<file path="src/rtl/tpu_pkg.sv">
// Shared definitions for the TPU control slice: controller state encoding
// and the pipeline flush length of an N x N systolic array.
package tpu_pkg;

    typedef enum logic [2:0] {
        IDLE    = 3'd0,
        CLEAR   = 3'd1,
        COMPUTE = 3'd2,
        FLUSH   = 3'd3,
        DRAIN   = 3'd4
    } ctrl_state_e;

    // The last operand needs 2*(N-1) hops to reach the far PE, plus one MAC cycle.
    function automatic int flush_len(input int n);
        return 2 * n - 1;
    endfunction

endpackage

</file>
<file path="src/rtl/systolic_array_ctrl.sv">
// Tile sequencer for an ARRAY_N x ARRAY_N systolic array: clear, feed k_len
// operand columns, flush the skew, then drain result rows with a handshake.
// Define SYS_CTRL_PERF_EN to add saturating busy/stall performance counters.
module systolic_array_ctrl
    import tpu_pkg::*;
#(
    parameter int ARRAY_N = 4,
    parameter int KLEN_W  = 8
) (
    input  logic                       clk,
    input  logic                       rst_n,
    input  logic                       start,
    input  logic [KLEN_W-1:0]          k_len,
    input  logic                       operand_valid,
    input  logic                       result_ready,
    output logic                       busy,
    output logic                       done,
    output logic                       err,
    output logic                       clear_acc,
    output logic                       array_en,
    output logic                       feed_valid,
    output logic [KLEN_W-1:0]          feed_idx,
    output logic                       result_valid,
    output logic [$clog2(ARRAY_N)-1:0] result_row
`ifdef SYS_CTRL_PERF_EN
    ,
    output logic [31:0]                perf_busy_cycles,
    output logic [31:0]                perf_stall_cycles
`endif
);

    localparam int ROW_W     = $clog2(ARRAY_N);
    localparam int FLUSH_LEN = flush_len(ARRAY_N);
    localparam int FCNT_W    = $clog2(FLUSH_LEN + 1);

    localparam logic [ROW_W-1:0]  LAST_ROW   = ROW_W'(ARRAY_N - 1);
    localparam logic [FCNT_W-1:0] LAST_FLUSH = FCNT_W'(FLUSH_LEN - 1);

    ctrl_state_e        state_reg,     state_next;
    logic [KLEN_W-1:0]  k_len_reg,     k_len_next;
    logic [KLEN_W-1:0]  feed_idx_reg,  feed_idx_next;
    logic [FCNT_W-1:0]  flush_cnt_reg, flush_cnt_next;
    logic [ROW_W-1:0]   row_reg,       row_next;
    logic               err_reg,       err_next;

    always_comb begin
        state_next     = state_reg;
        k_len_next     = k_len_reg;
        feed_idx_next  = feed_idx_reg;
        flush_cnt_next = flush_cnt_reg;
        row_next       = row_reg;
        err_next       = 1'b0;

        case (state_reg)
            IDLE: begin
                if (start) begin
                    if (k_len == '0) begin
                        err_next = 1'b1;
                    end else begin
                        k_len_next = k_len;
                        state_next = CLEAR;
                    end
                end
            end

            CLEAR: begin
                feed_idx_next = '0;
                state_next    = COMPUTE;
            end

            COMPUTE: begin
                if (operand_valid) begin
                    if (feed_idx_reg == k_len_reg - KLEN_W'(1)) begin
                        feed_idx_next  = '0;
                        flush_cnt_next = '0;
                        state_next     = FLUSH;
                    end else begin
                        feed_idx_next = feed_idx_reg + KLEN_W'(1);
                    end
                end
            end

            FLUSH: begin
                if (flush_cnt_reg == LAST_FLUSH) begin
                    flush_cnt_next = '0;
                    row_next       = '0;
                    state_next     = DRAIN;
                end else begin
                    flush_cnt_next = flush_cnt_reg + FCNT_W'(1);
                end
            end

            DRAIN: begin
                if (result_ready) begin
                    if (row_reg == LAST_ROW) begin
                        row_next   = '0;
                        state_next = IDLE;
                    end else begin
                        row_next = row_reg + ROW_W'(1);
                    end
                end
            end

            default: begin
                state_next = IDLE;
            end
        endcase
    end

    always_ff @(posedge clk or negedge rst_n) begin
        if (!rst_n) begin
            state_reg     <= IDLE;
            k_len_reg     <= '0;
            feed_idx_reg  <= '0;
            flush_cnt_reg <= '0;
            row_reg       <= '0;
            err_reg       <= 1'b0;
        end else begin
            state_reg     <= state_next;
            k_len_reg     <= k_len_next;
            feed_idx_reg  <= feed_idx_next;
            flush_cnt_reg <= flush_cnt_next;
            row_reg       <= row_next;
            err_reg       <= err_next;
        end
    end

    // PEs and skew buffers stall together in the very cycle operand_valid drops,
    // so no operand column is lost or duplicated across a stall.
    assign busy         = (state_reg != IDLE);
    assign clear_acc    = (state_reg == CLEAR);
    assign feed_valid   = (state_reg == COMPUTE) && operand_valid;
    assign array_en     = (state_reg == CLEAR) || (state_reg == FLUSH) || feed_valid;
    assign feed_idx     = feed_idx_reg;
    assign result_valid = (state_reg == DRAIN);
    assign result_row   = row_reg;
    assign done         = (state_reg == DRAIN) && result_ready && (row_reg == LAST_ROW);
    assign err          = err_reg;

`ifdef SYS_CTRL_PERF_EN
    logic [31:0] perf_busy_reg;
    logic [31:0] perf_stall_reg;

    always_ff @(posedge clk or negedge rst_n) begin
        if (!rst_n) begin
            perf_busy_reg  <= '0;
            perf_stall_reg <= '0;
        end else begin
            if (busy && (perf_busy_reg != '1)) begin
                perf_busy_reg <= perf_busy_reg + 32'd1;
            end
            if ((state_reg == COMPUTE) && !operand_valid && (perf_stall_reg != '1)) begin
                perf_stall_reg <= perf_stall_reg + 32'd1;
            end
        end
    end

    assign perf_busy_cycles  = perf_busy_reg;
    assign perf_stall_cycles = perf_stall_reg;
`endif

endmodule

</file>
<file path="config.mk">
export PLATFORM = sky130hd
export DESIGN_NAME = systolic_array_ctrl
export DESIGN_NICKNAME = d
export VERILOG_FILES = /design/src/rtl/tpu_pkg.sv /design/src/rtl/systolic_array_ctrl.sv
export SDC_FILE = /design/constraint.sdc
export NUM_CORES = 1
export LEC_CHECK = 0
export CAP_MARGIN = 25
export CORE_UTILIZATION = 50
export CTS_BUF_LIST = sky130_fd_sc_hd__clkbuf_8
export CTS_CLUSTER_DIAMETER = 150
export DETAILED_ROUTE_END_ITERATION = 10
export PLACE_DENSITY = 0.83
export RECOVER_POWER = 25
export REMOVE_ABC_BUFFERS = 1
export SYNTH_ARGS = -nofsm -noshare
export SYNTH_HDL_FRONTEND = slang
export SYNTH_SLANG_ARGS = --single-unit
</file>
<file path="constraint.sdc">
create_clock -name clk -period 5.7 [get_ports clk]
set_input_delay 1.14 -clock clk [delete_from_list [all_inputs] [get_ports clk]]
set_output_delay 1.14 -clock clk [all_outputs]
set_load 0.01 [all_outputs]
</file>
---- Word-level counts from Yosys, hierarchy flattened ----
Index checks and enable logic that the tools add are counted.
operators by class
  add/sub/neg operators ................... 4
  eq/ne operators ......................... 14
  multiplexer cells ....................... 22
  bitwise logic cells ..................... 1
  reduce and logical (&&, ||, !) cells .... 16
operators with widths
  operator                                                               count
  3-bit 2-to-1 mux                                                       10
  8-bit 2-to-1 mux                                                       2
  8-bit case mux with 2 select lines                                     1
  3-bit case mux with 5 select lines                                     1
  2-bit != test, second input constant                                   6
  3-bit AND reduction                                                    3
  8-bit by 1-bit adder with 8-bit output, second input constant          1
  8-bit equality test                                                    1
  8-bit zero test                                                        1
  8-bit by 1-bit subtractor with 8-bit output, second input constant     1
  7-bit AND reduction                                                    1
  3-bit by 2-bit equality test with 1-bit output, second input constant  2
  3-bit equality test, second input constant                             2
  2-bit 2-to-1 mux                                                       3
  3-bit case mux with 2 select lines                                     1
  2-bit nonzero test                                                     3
  2-bit case mux with 2 select lines                                     1
  3-bit by 1-bit adder with 3-bit output, second input constant          1
  3-bit by 1-bit equality test with 1-bit output, second input constant  1
  1-bit logical AND                                                      3
  3-bit zero test                                                        1
  1-bit 2-to-1 mux                                                       3
  3-bit nonzero test                                                     1
  2-bit by 1-bit adder with 2-bit output, second input constant          1
  other kinds (5)                                                        6
storage, ports and cells
  register bits after elaboration ......... 25
  output and inout bits ................... 17
  logic and storage cells ................. 63

---- Logic depth before layout (Yosys ltp) ----
  depth in word-level cells ............... 5
  gate-level depth with buffers ........... 9
  gate-level depth less buffers ........... 8

---- Worst setup path before layout ----
OpenSTA, ideal clock, no wires.
  path type ............................... input -> output
  from .................................... input port result_ready
  to ...................................... output port done
  arrival time ............................ 1320 ps
  data required time ...................... 4560 ps
  path slack .............................. 3240 ps
  stages on the path ...................... 1
  buffers on the path ..................... 0
  cells stage by stage .................... and3_1
on the way
  cells in the longest elaborated chain, start to end .. 2
ends and longest elaborated chain
  what                             line                        source
  start, declared                  systolic_array_ctrl.sv:15   input logic result_ready,
  1-bit logical AND (2 in series)  systolic_array_ctrl.sv:137  assign done = (state_reg == DRAIN) && result_ready && (row_reg == LAST_ROW);
  end, declared                    systolic_array_ctrl.sv:17   output logic done,
Every way passes these cells.

---- Worst setup path in the final report ----
  from .................................... input port operand_valid
  to ...................................... output port array_en
on the way
  cells in the longest elaborated chain, start to end .. 2
ends and longest elaborated chain
  what               line                        source
  start, declared    systolic_array_ctrl.sv:14   input logic operand_valid,
  1-bit logical AND  systolic_array_ctrl.sv:132  assign feed_valid = (state_reg == COMPUTE) && operand_valid;
  1-bit logical OR   systolic_array_ctrl.sv:133  assign array_en = (state_reg == CLEAR) || (state_reg == FLUSH) || feed_valid;
  end, declared      systolic_array_ctrl.sv:20   output logic array_en,
Every way passes these cells.

==> metrics.md <==
| Metric | Value |
|---|---|
| Cell Area, Synth | `1560 sq um` |
| Synth Area per Inst | `9.03 sq um` |
| Root buf cell | `clkbuf_8` |
| Initial antenna violation count | `0` |
| Total Die Area | `3350 sq um` |
| Area of the multi-input gates | `857 sq um` |
| Leak pwr | `0.769 nW` |
| Initial Util | `54.7%` |
| Setup Crit Path Kind | `input port to output port` |
| Achievable Freq | `283 MHz` |
| Design area | `1910 sq um` |
| TritonCTS clock tree | `built` |
| GRT Resource Usage Total | `22.7%` |
| Rows | `19` |
| Status | `complete, but fails checks` |
| Post-synth top area share | `40.1%` |
| Post-cts sizing count | `0` |
| Worst Tran Pin Value | `0.869 ns` |
| Drt drc | `1` |
| Post-Place Setup Slack | `2.18 ns` |
| CP endpoint kind | `output port` |
| Register area share after synthesis | `40.1%` |
| Vias in the first global route | `1304` |
| Filler cells | `246` |
| Dpl cell area | `1880 sq um` |
| Syn Inst Count | `173` |
| Worst-Skew Late Latency | `0.27 ns` |
| Max Fanout on Critical Path | `4` |
| Remaining antenna violation count after routing | `0` |
| Overall routed net length | `3.55 mm` |
| Max incr delay on CP | `0.54 ns` |
| Final-report hold violation count | `0` |
| Clock-pin slew on the worst setup and hold paths | `0.08 ns` |
| Setup_tns | `0 ns` |
| Worst Path Buf+Inv | `2` |
| Reg area | `626 sq um` |
| Clock Path Buffers | `2` |
| Die Span Y | `57.9 um` |
| N_diodes | `0` |
| CTS H-tree depth | `1` |
| Internal | `0.513 mW` |
| Min Hold Slack | `0.534 ns` |
| HPWL after detailed placement | `2.67 mm` |
| Synth cell types | `44` |
| Number of synthesized flops with an enable pin | `0` |
| Min cycle time layout | `3.53 ns` |
| Placeable Area | `2850 sq um` |
| Async SR Flop Fraction | `100%` |
| GRT overflow | `0` |
| Pwr Density | `483 nW/um^2` |
| Area Growth Syn to Fin | `22.3%` |
| GP Congestion | `0.784` |
| Switch share | `44.4%` |
| Failing checks | `design-rule violations` |
| Max Cap Viol | `0` |
| Register bit total from synthesis | `25` |
| Top cells by area, synth | `dfrtp_1 40%, xnor2_1 5.6%, a21oi_1 4.2%, mux2_2 3.6%, nor2_1 3.6%` |
| First-pass detailed-route iteration total | `7` |
| Fin crit share | `61.9%` |
| Relative slew slack | `42.1%` |
| NetSw | `0.410 mW` |
| Crit-path cells | `clkdlybuf4s50_1 -> nand2_1 -> nand2_1 -> clkdlybuf4s50_1` |
| Crit path launch type | `input port` |
| Clock power share | `11.2%` |
| Number of nets in the layout | `216` |
| Worst EP arrival | `2.39 ns` |
| Final setup vio count | `0` |
| CTS Buf Count | `3` |
| DR WL/cell | `15.4 um` |
| RSZ-0062 raised after global routing | `false` |
| Crit path max-delay cell type | `clkdlybuf4s50_1` |
| Drt initial violations | `58` |
| Clk sinks | `25` |
| Die width | `57.9 um` |
| VDD IR max | `0.277 mV` |
| IO Pins | `30` |
| Largest net degree at the start of global routing | `16` |
| Slew Viols, Final | `0` |
| Final setup margin | `2.17 ns` |
| Post-CTS Setup Inserts | `0` |
| Yosys top cell by area | `dfrtp_1` |
| Via Count | `1376` |
| Syn. warnings | `0` |
| Clock Skews | `0.00286 ns` |
| Comb pwr share | `50.4%` |
| CP top delay family | `buffers and inverters` |
| DR vias/cell | `5.98` |
| Prevailing post-synth register cell | `dfrtp_1` |
| Hold buffers post-CTS | `0` |
| Flop pwr share | `38.4%` |
| HP Class | `flip-flop to flip-flop` |
| Port bufs | `29` |
| First-pass GRT wire length | `5.83 mm` |
| Share of cells above drive strength 1 | `7.04%` |
| Worst Path Required | `4.56 ns` |
==> cell type report <==
| type | count | share of cell area (%) |
|---|---|---|
| Inverter | 13 | 2.56 |
| Timing Repair Buffer | 30 | 15.4 |
| Clock buffer | 3 | 2.16 |
| Multi-Input combinational cell | 127 | 44.9 |
| Clock inverter | 1 | 0.197 |
| Tap cell | 31 | 2.03 |
| Sequential cell | 25 | 32.8 |
==> cells in the mapped netlist (all sizes together), types with 2 or more instances <==
cell,count
nand2,8
nor2,15
nand2b,6
or2,3
clkbuf,7
mux2,5
o22ai,2
or3,2
o21ai,9
inv,13
o211ai,3
nand3b,2
nand4,4
nand3,6
nor3,6
nor4,4
xnor2,10
xor2,5
a31oi,2
nor3b,2
a21oi,13
ha,3
dfrtp,25
a22o,2
a22oi,2
==> placed cells by master, fill, tap and decap left out, types with 4 or more instances in the layout <==
cell | netlist | routed
clkdlybuf4s50_1 | 0 | 28
dfrtp_1 | 25 | 25
nor2_1 | 15 | 15
inv_1 | 13 | 14
a21oi_1 | 13 | 13
xnor2_1 | 10 | 10
nand2_1 | 8 | 8
o21ai_0 | 8 | 8
nor3_1 | 6 | 6
nand2b_1 | 6 | 6
nand3_1 | 6 | 6
xor2_1 | 5 | 5
mux2_2 | 5 | 5
nand4_1 | 4 | 4
==> per-stage QoR <==
step                      util (%)  power (mW)  instances
final                         66.9       0.923        230
after detailed placement      65.7       0.813        226
after floorplan                  -       0.654        165
after global routing          66.9       0.993        230
after global placement        65.2       0.784        225
after CTS                     67.3       0.921        230
==> cells by family (layout without fill, tap and decap cells) <==
kind of cell | count (synthesis) | count (layout) | synth area share, %
compound gates | 41 | 41 | 17.5
xor+xnor | 15 | 15 | 8.41
fa+ha+maj | 3 | 3 | 2.40
buf+inv | 21 | 47 | 5.05
flops | 25 | 25 | 40.1
mux | 6 | 6 | 4.25
simple gates | 62 | 62 | 22.4
==> power groups by stage <==
stage | clock network [mW] | logic [mW] | registers [mW]
detailed placement | 0 | 0.459 | 0.354
global placement | 0 | 0.434 | 0.350
global route | 0.112 | 0.515 | 0.366
CTS | 0.105 | 0.464 | 0.352
finish | 0.103 | 0.465 | 0.354
floorplan | 0 | 0.319 | 0.335
==> metal layers <==
metal  vias up  part of all wire (%)  track usage, %
met3         6                   3.7            2.68
met5         -                     0               0
met4         0                   1.5            9.18
met1       662                    43            28.0
li1        669                     -               -
met2        39                    52            40.4
==> path summary, 6_finish.rpt <==
| kind | start | endpoint | slack, ns | depth (start not counted) |
|---|---|---|---|---|
| min | result_row[1]$_DFFE_PN0P_ | result_row[1]$_DFFE_PN0P_ | 0.53 | 1 |
| max | operand_valid | array_en | 2.17 | 4 |
| max reg2reg | k_len_reg[0]$_DFFE_PN0P_ | flush_cnt_reg[0]$_DFFE_PN0P_ | 3.19 | 7 |
| max in group asynchronous | rst_n | result_row[0]$_DFFE_PN0P_ | 3.28 | 2 |
| min in group asynchronous | rst_n | k_len_reg[5]$_DFFE_PN0P_ | 1.27 | 1 |
| min reg2reg | result_row[1]$_DFFE_PN0P_ | result_row[1]$_DFFE_PN0P_ | 0.53 | 1 |
No activity file was read; power rests on OpenSTA's default activity.
